**src/rtl/cla_seq_ctrl_if.sv**
```systemverilog
// Request/grant and result bus for cla_seq_ctrl, plus the wires to the shared
// 16-bit adder. The slave side is the sequencer; the master side is whatever
// sits around it (two requesters and the adder instance).
interface cla_seq_ctrl_if;
    logic        req0, req1;
    logic [31:0] a0, b0, a1, b1;
    logic        sub0, sub1;
    logic        wide0, wide1;
    logic        sign0, sign1;
    logic        gnt0, gnt1;
    logic        busy;
    logic        done;
    logic        done_id;
    logic [31:0] result;
    logic        ofl, cout;
    logic [15:0] add_a, add_b;
    logic        add_ci, add_sign;
    logic [15:0] add_sum;
    logic        add_ofl, add_cout;

    modport slave (
        input  req0, req1, a0, b0, a1, b1, sub0, sub1, wide0, wide1, sign0, sign1,
        input  add_sum, add_ofl, add_cout,
        output gnt0, gnt1, busy, done, done_id, result, ofl, cout,
        output add_a, add_b, add_ci, add_sign
    );

    modport master (
        output req0, req1, a0, b0, a1, b1, sub0, sub1, wide0, wide1, sign0, sign1,
        output add_sum, add_ofl, add_cout,
        input  gnt0, gnt1, busy, done, done_id, result, ofl, cout,
        input  add_a, add_b, add_ci, add_sign
    );
endinterface

```
**src/rtl/cla_seq_ctrl.sv**
```systemverilog
// Round-robin sequencer for one shared 16-bit CLA. Narrow ops take one adder
// pass (LO); wide ops take LO then HI with the LO carry chained into HI.
// Results and flags are registered and announced with a one-cycle done pulse.
module cla_seq_ctrl (
    input  logic           clk,
    input  logic           rst_n,
    cla_seq_ctrl_if.slave  bus
);
    typedef enum logic [1:0] {IDLE, LO, HI} state_t;

    typedef struct packed {
        logic [31:0] a;
        logic [31:0] b;
        logic        sub;
        logic        wide;
        logic        sign;
        logic        id;
    } op_t;

    state_t      state, nstate;
    op_t         op;
    logic        last;       // port granted most recently (1 at reset so port 0 wins first)
    logic        pick;       // port chosen this cycle
    logic        grant;
    logic        gnt0, gnt1;
    logic [15:0] lo_sum;
    logic        lo_carry;
    logic [31:0] result;
    logic        ofl, cout, done, done_id;
    logic [15:0] add_a, add_b;
    logic        add_ci, add_sign;

    // Arbiter: only in IDLE and never while reset is held, at most one grant.
    always_comb begin
        pick  = 1'b0;
        grant = 1'b0;
        gnt0  = 1'b0;
        gnt1  = 1'b0;
        if (state == IDLE && rst_n) begin
            pick  = (bus.req0 && bus.req1) ? ~last : bus.req1;
            grant = bus.req0 | bus.req1;
            gnt0  = grant & ~pick;
            gnt1  = grant & pick;
        end
    end

    // Next-state: a grant starts LO; wide ops continue into HI.
    always_comb begin
        nstate = state;
        case (state)
            IDLE:    if (grant) nstate = LO;
            LO:      nstate = op.wide ? HI : IDLE;
            HI:      nstate = IDLE;
            default: nstate = IDLE;
        endcase
    end

    // Adder drive: subtraction is A + ~B + 1; HI takes its carry from LO.
    always_comb begin
        add_a    = 16'h0;
        add_b    = 16'h0;
        add_ci   = 1'b0;
        add_sign = 1'b0;
        case (state)
            LO: begin
                add_a    = op.a[15:0];
                add_b    = op.sub ? ~op.b[15:0] : op.b[15:0];
                add_ci   = op.sub;
                add_sign = op.sign & ~op.wide;
            end
            HI: begin
                add_a    = op.a[31:16];
                add_b    = op.sub ? ~op.b[31:16] : op.b[31:16];
                add_ci   = lo_carry;
                add_sign = op.sign;
            end
            default: ;
        endcase
    end

    // State register.
    always_ff @(posedge clk or negedge rst_n) begin
        if (!rst_n) state <= IDLE;
        else        state <= nstate;
    end

    // Latch the granted request so later operand changes cannot disturb it.
    always_ff @(posedge clk or negedge rst_n) begin
        if (!rst_n) begin
            op   <= '0;
            last <= 1'b1;
        end else if (grant) begin
            last <= pick;
            if (pick) op <= '{a: bus.a1, b: bus.b1, sub: bus.sub1, wide: bus.wide1, sign: bus.sign1, id: 1'b1};
            else      op <= '{a: bus.a0, b: bus.b0, sub: bus.sub0, wide: bus.wide0, sign: bus.sign0, id: 1'b0};
        end
    end

    // Result capture; the low half of a wide op is staged so result only
    // changes on completion.
    always_ff @(posedge clk or negedge rst_n) begin
        if (!rst_n) begin
            lo_sum   <= 16'h0;
            lo_carry <= 1'b0;
            result   <= 32'h0;
            ofl      <= 1'b0;
            cout     <= 1'b0;
            done     <= 1'b0;
            done_id  <= 1'b0;
        end else begin
            done <= 1'b0;
            case (state)
                LO: begin
                    lo_sum   <= bus.add_sum;
                    lo_carry <= bus.add_cout;
                    if (!op.wide) begin
                        result  <= {16'h0, bus.add_sum};
                        ofl     <= bus.add_ofl;
                        cout    <= bus.add_cout;
                        done    <= 1'b1;
                        done_id <= op.id;
                    end
                end
                HI: begin
                    result  <= {bus.add_sum, lo_sum};
                    ofl     <= bus.add_ofl;
                    cout    <= bus.add_cout;
                    done    <= 1'b1;
                    done_id <= op.id;
                end
                default: ;
            endcase
        end
    end

    assign bus.gnt0     = gnt0;
    assign bus.gnt1     = gnt1;
    assign bus.busy     = (state != IDLE);
    assign bus.done     = done;
    assign bus.done_id  = done_id;
    assign bus.result   = result;
    assign bus.ofl      = ofl;
    assign bus.cout     = cout;
    assign bus.add_a    = add_a;
    assign bus.add_b    = add_b;
    assign bus.add_ci   = add_ci;
    assign bus.add_sign = add_sign;
endmodule

```
**src/flat_wrapper.sv**
```systemverilog
// flat-port wrapper written by rule: the top's interface ports become plain ports
module cla_seq_ctrl_flat 
  (clk, rst_n, bus_req0, bus_req1, bus_a0, bus_b0, bus_a1, bus_b1, bus_sub0, bus_sub1, bus_wide0, bus_wide1, bus_sign0, bus_sign1, bus_add_sum, bus_add_ofl, bus_add_cout, bus_gnt0, bus_gnt1, bus_busy, bus_done, bus_done_id, bus_result, bus_ofl, bus_cout, bus_add_a, bus_add_b, bus_add_ci, bus_add_sign);
  cla_seq_ctrl_if bus_i ();
  input  logic clk;
  input  logic rst_n;
  input wire logic [$bits(bus_i.req0)-1:0] bus_req0;
  input wire logic [$bits(bus_i.req1)-1:0] bus_req1;
  input wire logic [$bits(bus_i.a0)-1:0] bus_a0;
  input wire logic [$bits(bus_i.b0)-1:0] bus_b0;
  input wire logic [$bits(bus_i.a1)-1:0] bus_a1;
  input wire logic [$bits(bus_i.b1)-1:0] bus_b1;
  input wire logic [$bits(bus_i.sub0)-1:0] bus_sub0;
  input wire logic [$bits(bus_i.sub1)-1:0] bus_sub1;
  input wire logic [$bits(bus_i.wide0)-1:0] bus_wide0;
  input wire logic [$bits(bus_i.wide1)-1:0] bus_wide1;
  input wire logic [$bits(bus_i.sign0)-1:0] bus_sign0;
  input wire logic [$bits(bus_i.sign1)-1:0] bus_sign1;
  input wire logic [$bits(bus_i.add_sum)-1:0] bus_add_sum;
  input wire logic [$bits(bus_i.add_ofl)-1:0] bus_add_ofl;
  input wire logic [$bits(bus_i.add_cout)-1:0] bus_add_cout;
  output wire logic [$bits(bus_i.gnt0)-1:0] bus_gnt0;
  output wire logic [$bits(bus_i.gnt1)-1:0] bus_gnt1;
  output wire logic [$bits(bus_i.busy)-1:0] bus_busy;
  output wire logic [$bits(bus_i.done)-1:0] bus_done;
  output wire logic [$bits(bus_i.done_id)-1:0] bus_done_id;
  output wire logic [$bits(bus_i.result)-1:0] bus_result;
  output wire logic [$bits(bus_i.ofl)-1:0] bus_ofl;
  output wire logic [$bits(bus_i.cout)-1:0] bus_cout;
  output wire logic [$bits(bus_i.add_a)-1:0] bus_add_a;
  output wire logic [$bits(bus_i.add_b)-1:0] bus_add_b;
  output wire logic [$bits(bus_i.add_ci)-1:0] bus_add_ci;
  output wire logic [$bits(bus_i.add_sign)-1:0] bus_add_sign;
  assign bus_i.req0 = bus_req0;
  assign bus_i.req1 = bus_req1;
  assign bus_i.a0 = bus_a0;
  assign bus_i.b0 = bus_b0;
  assign bus_i.a1 = bus_a1;
  assign bus_i.b1 = bus_b1;
  assign bus_i.sub0 = bus_sub0;
  assign bus_i.sub1 = bus_sub1;
  assign bus_i.wide0 = bus_wide0;
  assign bus_i.wide1 = bus_wide1;
  assign bus_i.sign0 = bus_sign0;
  assign bus_i.sign1 = bus_sign1;
  assign bus_i.add_sum = bus_add_sum;
  assign bus_i.add_ofl = bus_add_ofl;
  assign bus_i.add_cout = bus_add_cout;
  assign bus_gnt0 = bus_i.gnt0;
  assign bus_gnt1 = bus_i.gnt1;
  assign bus_busy = bus_i.busy;
  assign bus_done = bus_i.done;
  assign bus_done_id = bus_i.done_id;
  assign bus_result = bus_i.result;
  assign bus_ofl = bus_i.ofl;
  assign bus_cout = bus_i.cout;
  assign bus_add_a = bus_i.add_a;
  assign bus_add_b = bus_i.add_b;
  assign bus_add_ci = bus_i.add_ci;
  assign bus_add_sign = bus_i.add_sign;
  cla_seq_ctrl u_core (.clk(clk), .rst_n(rst_n), .bus(bus_i));
endmodule
```
**config.mk**
```make
export PLATFORM = sky130hd
export DESIGN_NAME = cla_seq_ctrl_flat
export DESIGN_NICKNAME = d
export VERILOG_FILES = /design/src/rtl/cla_seq_ctrl_if.sv /design/src/rtl/cla_seq_ctrl.sv /design/src/flat_wrapper.sv
export SDC_FILE = /design/constraint.sdc
export NUM_CORES = 1
export LEC_CHECK = 0
export CAP_MARGIN = 20
export CORE_ASPECT_RATIO = 0.5
export CORE_MARGIN = 1.5
export CORE_UTILIZATION = 38
export CTS_BUF_LIST = sky130_fd_sc_hd__clkbuf_4 sky130_fd_sc_hd__clkbuf_8 sky130_fd_sc_hd__clkbuf_16
export CTS_CLUSTER_DIAMETER = 120
export CTS_CLUSTER_SIZE = 10
export DETAILED_ROUTE_END_ITERATION = 10
export PLACE_DENSITY_LB_ADDON = 0.1
export SLEW_MARGIN = 20
export SYNTH_ARGS = -nofsm -noshare
export SYNTH_HDL_FRONTEND = slang
export SYNTH_SLANG_ARGS = --single-unit
```
**constraint.sdc**
```tcl
create_clock -name clk -period 1.92 [get_ports clk]
set_input_delay 0.48 -clock clk [delete_from_list [all_inputs] [get_ports clk]]
set_output_delay 0.48 -clock clk [all_outputs]
set_load 0.01 [all_outputs]
```
==> summary by stage <==
Clocking
The H-tree was split into 4 levels. TritonCTS built the clock tree. The maximum clock path buffer count is 2.

TritonCTS created 17 clock buffers. After clock tree synthesis, the flow added hold-fix buffers numbering 0. The root buffer cell is sky130_fd_sc_hd__clkbuf_16.

The total number of clock tree sinks is 124. After clock tree synthesis, the clock-pin slew on the worst setup and hold paths is 60 ps. The clock latency on the worst-skew pair is 410 ps.

Run status
The final reports fail on negative setup slack. The run finished, with violations left.

Route
For this block, the initial DRC count from the detailed router was 578. For this block, the via count after detailed routing is 6926. In the routed design, unresolved DRC markers number 0. The number of nets with antenna violations after detailed routing is 0. The wire length per cell is 22.19 um. Dividing the detail-routed via count by the number of cells gives 5.719. The overall routed net length is 26870 um. The first detailed-routing pass ran for 5 iterations.

Timing
Measured against its own limit, the worst slew margin works out to 0.2200. Across all setup checks in the final design, the least slack found is -463.0 ps. After layout, the minimum clock period comes to 2383 ps. The final count of negative-setup-slack endpoints is 122. The portion of the clock cycle consumed by the worst path in the final layout is 1.241. The sum of negative setup slack is -19770 ps. Setup repair after global routing could not meet its margin everywhere. The hold violation count in the final report is 0. Based on the critical path, the design can be clocked at up to 419.6 MHz. The pin slew with the least headroom to its limit is 1170 ps. The total count of max-transition violations in the final report is 0. The maximum clock skew at final layout is 12.21 ps.

Placed design
The final HPWL from detailed placement is 15060 um. The setup slack at placement is -493.6 ps. The total instance count after detailed placement is 1121. The post-placement cell area is 0.009583 sq mm. The congestion estimate from routability-driven global placement came to 0.8557. The count of input and output buffers is 228.

Worst setup path
The signal on the critical path passes through inv_4 -> buf_6 -> ha_4 -> buf_8 -> and3_1 -> buf_2. For the worst setup path, the data required time is 1440 ps. The setup check on the worst reg-to-reg path leaves a slack of -130 ps. The type of destination of the critical path is an output pin. The arrival time at the worst endpoint is 1900 ps. The cell type of the slowest stage on the worst timing path is sky130_fd_sc_hd__dfrtp_2.

The endpoint identified for the worst register-to-register timing path is u_core.op[3]. The cell depth of the worst flop-to-flop path is 11. The origin of the worst setup path is u_core.state[1].

The critical path is of the register to output pin type. The endpoint of the most critical setup path is bus_add_b[11]. The start of the worst register-to-register path is u_core.state[1]. The worst setup path is launched from a register. The worst-path maximum fanout is 12.

On the worst path, the slowest cell contributes a delay of 440 ps.

Final layout
The combined flip-flop and latch cell area is 0.003105 sq mm. The final layout contains 1126 nets. 0 antenna diodes ended up in the layout. The most common library cell in the layout ignoring fill and taps is sky130_fd_sc_hd__clkdlybuf4s50_1. In the layout the commonest cells are sky130_fd_sc_hd__clkdlybuf4s50_1, sky130_fd_sc_hd__dfrtp_1, sky130_fd_sc_hd__nand2_1. Relative to the synthesized area, the layout overhead comes to 74.05%.

With fillers left out, the area of the finished cells amounts to 0.01188 sq mm. Of the cells placed in the final design, the portion with a size suffix greater than 1 is 0.3808. In the final layout, the multi-input gates occupy 0.004083 sq mm. The count of fill cells added during filler insertion is 1328. The count of placed standard cells in the final layout, fillers left out is 1211.

Yosys
For this run, the register share of the synthesized area comes to 0.4550. Synthesis produced a netlist with a net count of 851. The number of synthesized register bits is 124. A synthesized cell averages 9.902 sq um. The cell count after synthesis is 689.

The cell area after synthesis is 0.006823 sq mm. In this run, distinct cell masters in the synthesized netlist total 34. The total number of yosys warnings is 0.

Global routing
The number of global-route vias before repair is 6838. The global-route usage over all layers is 0.2514. The layer carrying the most global-route usage is met2. The met2 usage in global routing is 0.3982. In the global route stage, met1 resource usage came out at 0.3435. Summed over all layers, the global routing overflow is 0. The maximum number of pins on one net before global-route repair is 68.

The global-route track usage on met3 is 0.05032. The first global-routing pass estimated 36710 um of wire. The number of antenna violations at the first check in global routing was 0.

Floorplan
The floorplan step set the die width to 192.5 um. The die footprint is 0.01882 sq mm. The placeable core area is 0.01748 sq mm. The effective utilization at floorplan is 0.3902. The initialized floorplan defines 34 standard-cell rows. For this design the top-level I/O count stands at 229.

The height of the die is 97.75 um.

Power and ir drop
Summing internal, switching and leakage power gives 20.38 mW. Summed over all cells, the static leakage comes to 4.779 nW. Power spread over the standard cell area amounts to 1717 mW/mm^2.

The highest ir drop seen on vdd is 1.199 mV.

Worst hold path
The worst hold path class is input port to asynchronous set/reset pin.

Run
The tool flagged a number of max-cap violations equal to 0.
-- repair_timing --
| item | 4_1_cts | 5_1_grt |
|---|---|---|
| setup buffers | 13 | 22 |
| cloned | 4 | 23 |
| setup endpoints to repair | 57 | 114 |
| gates resized for setup | 239 | 169 |
| pin swaps | 13 | 128 |
-- cell usage after synthesis, drive strengths merged --
master  number  share of area
dfrtp      123           0.45
and3        17          0.016
a22oi       17          0.019
o22ai        2         0.0018
xnor2        4         0.0051
mux2i       17          0.025
a32oi       67          0.086
o21ai       69          0.051
o211ai       1         0.0018
nand2b       2         0.0018
o211a        2         0.0029
ha           6          0.011
dfstp        1         0.0039
buf         50          0.043
clkinv       1        0.00055
a21boi       1         0.0011
o221ai      14          0.018
and2         3         0.0028
nand2       86          0.047
nor2b       18          0.018
a221o       14          0.021
nor2         4         0.0022
mux2        52          0.094
a21oi       67          0.049
clkbuf      30          0.017
a21o         1         0.0011
inv         20          0.011
-- worst min path at each step --
stage,start,end,cells past startpoint
after floorplan,rst_n,u_core.bus.cout,0
after detailed placement,u_core.op[1],u_core.op[1],2
after CTS,rst_n,u_core.op[50],2
final,rst_n,u_core.op[50],2
after global routing,rst_n,u_core.op[7],2
after global placement,u_core.op[64],u_core.op[64],2
-- cells by family after synthesis --
logic type | after synthesis | synth area share
AO/OA/AOI/OAI | 255 | 0.2518
AND/OR/NAND/NOR | 130 | 0.08729
multiplexers | 69 | 0.1185
adder cells (fa/ha/maj) | 6 | 0.01100
XOR/XNOR | 4 | 0.005134
flip-flops | 124 | 0.4550
buffers and inverters | 101 | 0.07134
-- through the flow --
| stage | hold WS [ps] | utilization |
|---|---|---|
| floorplan | 184.4 | - |
| global placement | 462.5 | 0.5481 |
| detailed placement | 473.4 | 0.5481 |
| CTS | 91.06 | 0.6086 |
| global route | 105.2 | 0.6792 |
| finish | 106.3 | 0.6792 |
-- worst max-delay path, delay by kind of cell (launching register included) --
family / cells / cell delay [ps]
buf+inv: 4 / 500
flops: 1 / 440
fa+ha+maj: 1 / 360
simple gates: 1 / 190
-- registers in the layout, indices dropped and copies added, names as in the netlist --
| signal | count |
|---|---|
| u_core.lo_carry | 1 |
| u_core.state | 2 |
| u_core.bus.ofl | 1 |
| u_core.last | 1 |
| u_core.lo_sum | 16 |
| u_core.op | 68 |
| u_core.bus.result | 32 |
| u_core.bus.cout | 1 |
| u_core.bus.done_id | 1 |
| u_core.bus.done | 1 |
-- where the power goes --
| part | switching [mW] | leakage, nW | internal (mW) | total [mW] |
|---|---|---|---|---|
| Combinational | 5.51 | 2.95 | 6.57 | 12.1 |
| Sequential | 1.01 | 1.53 | 3.88 | 4.89 |
| Clock | 1.32 | 0.303 | 2.09 | 3.41 |
-- metal layers --
metal  vias up  routed length (um)
li1       3131                   -
met1      3405               11950
met2       341               12400
met3        49                1907
met4         0                 614
met5         -                   0
-- final cells by class --
| cell class | count | area share |
|---|---|---|
| flip-flops and latches | 124 | 0.2615 |
| clock buffers | 18 | 0.03646 |
| repair buffers | 334 | 0.3088 |
| multi-input cells | 464 | 0.3438 |
| inverters | 21 | 0.008113 |
| clock inverters | 14 | 0.01538 |
| well taps | 234 | 0.02466 |
| repair inverters | 2 | 0.001264 |
No activity file was read; power rests on OpenSTA's default activity.
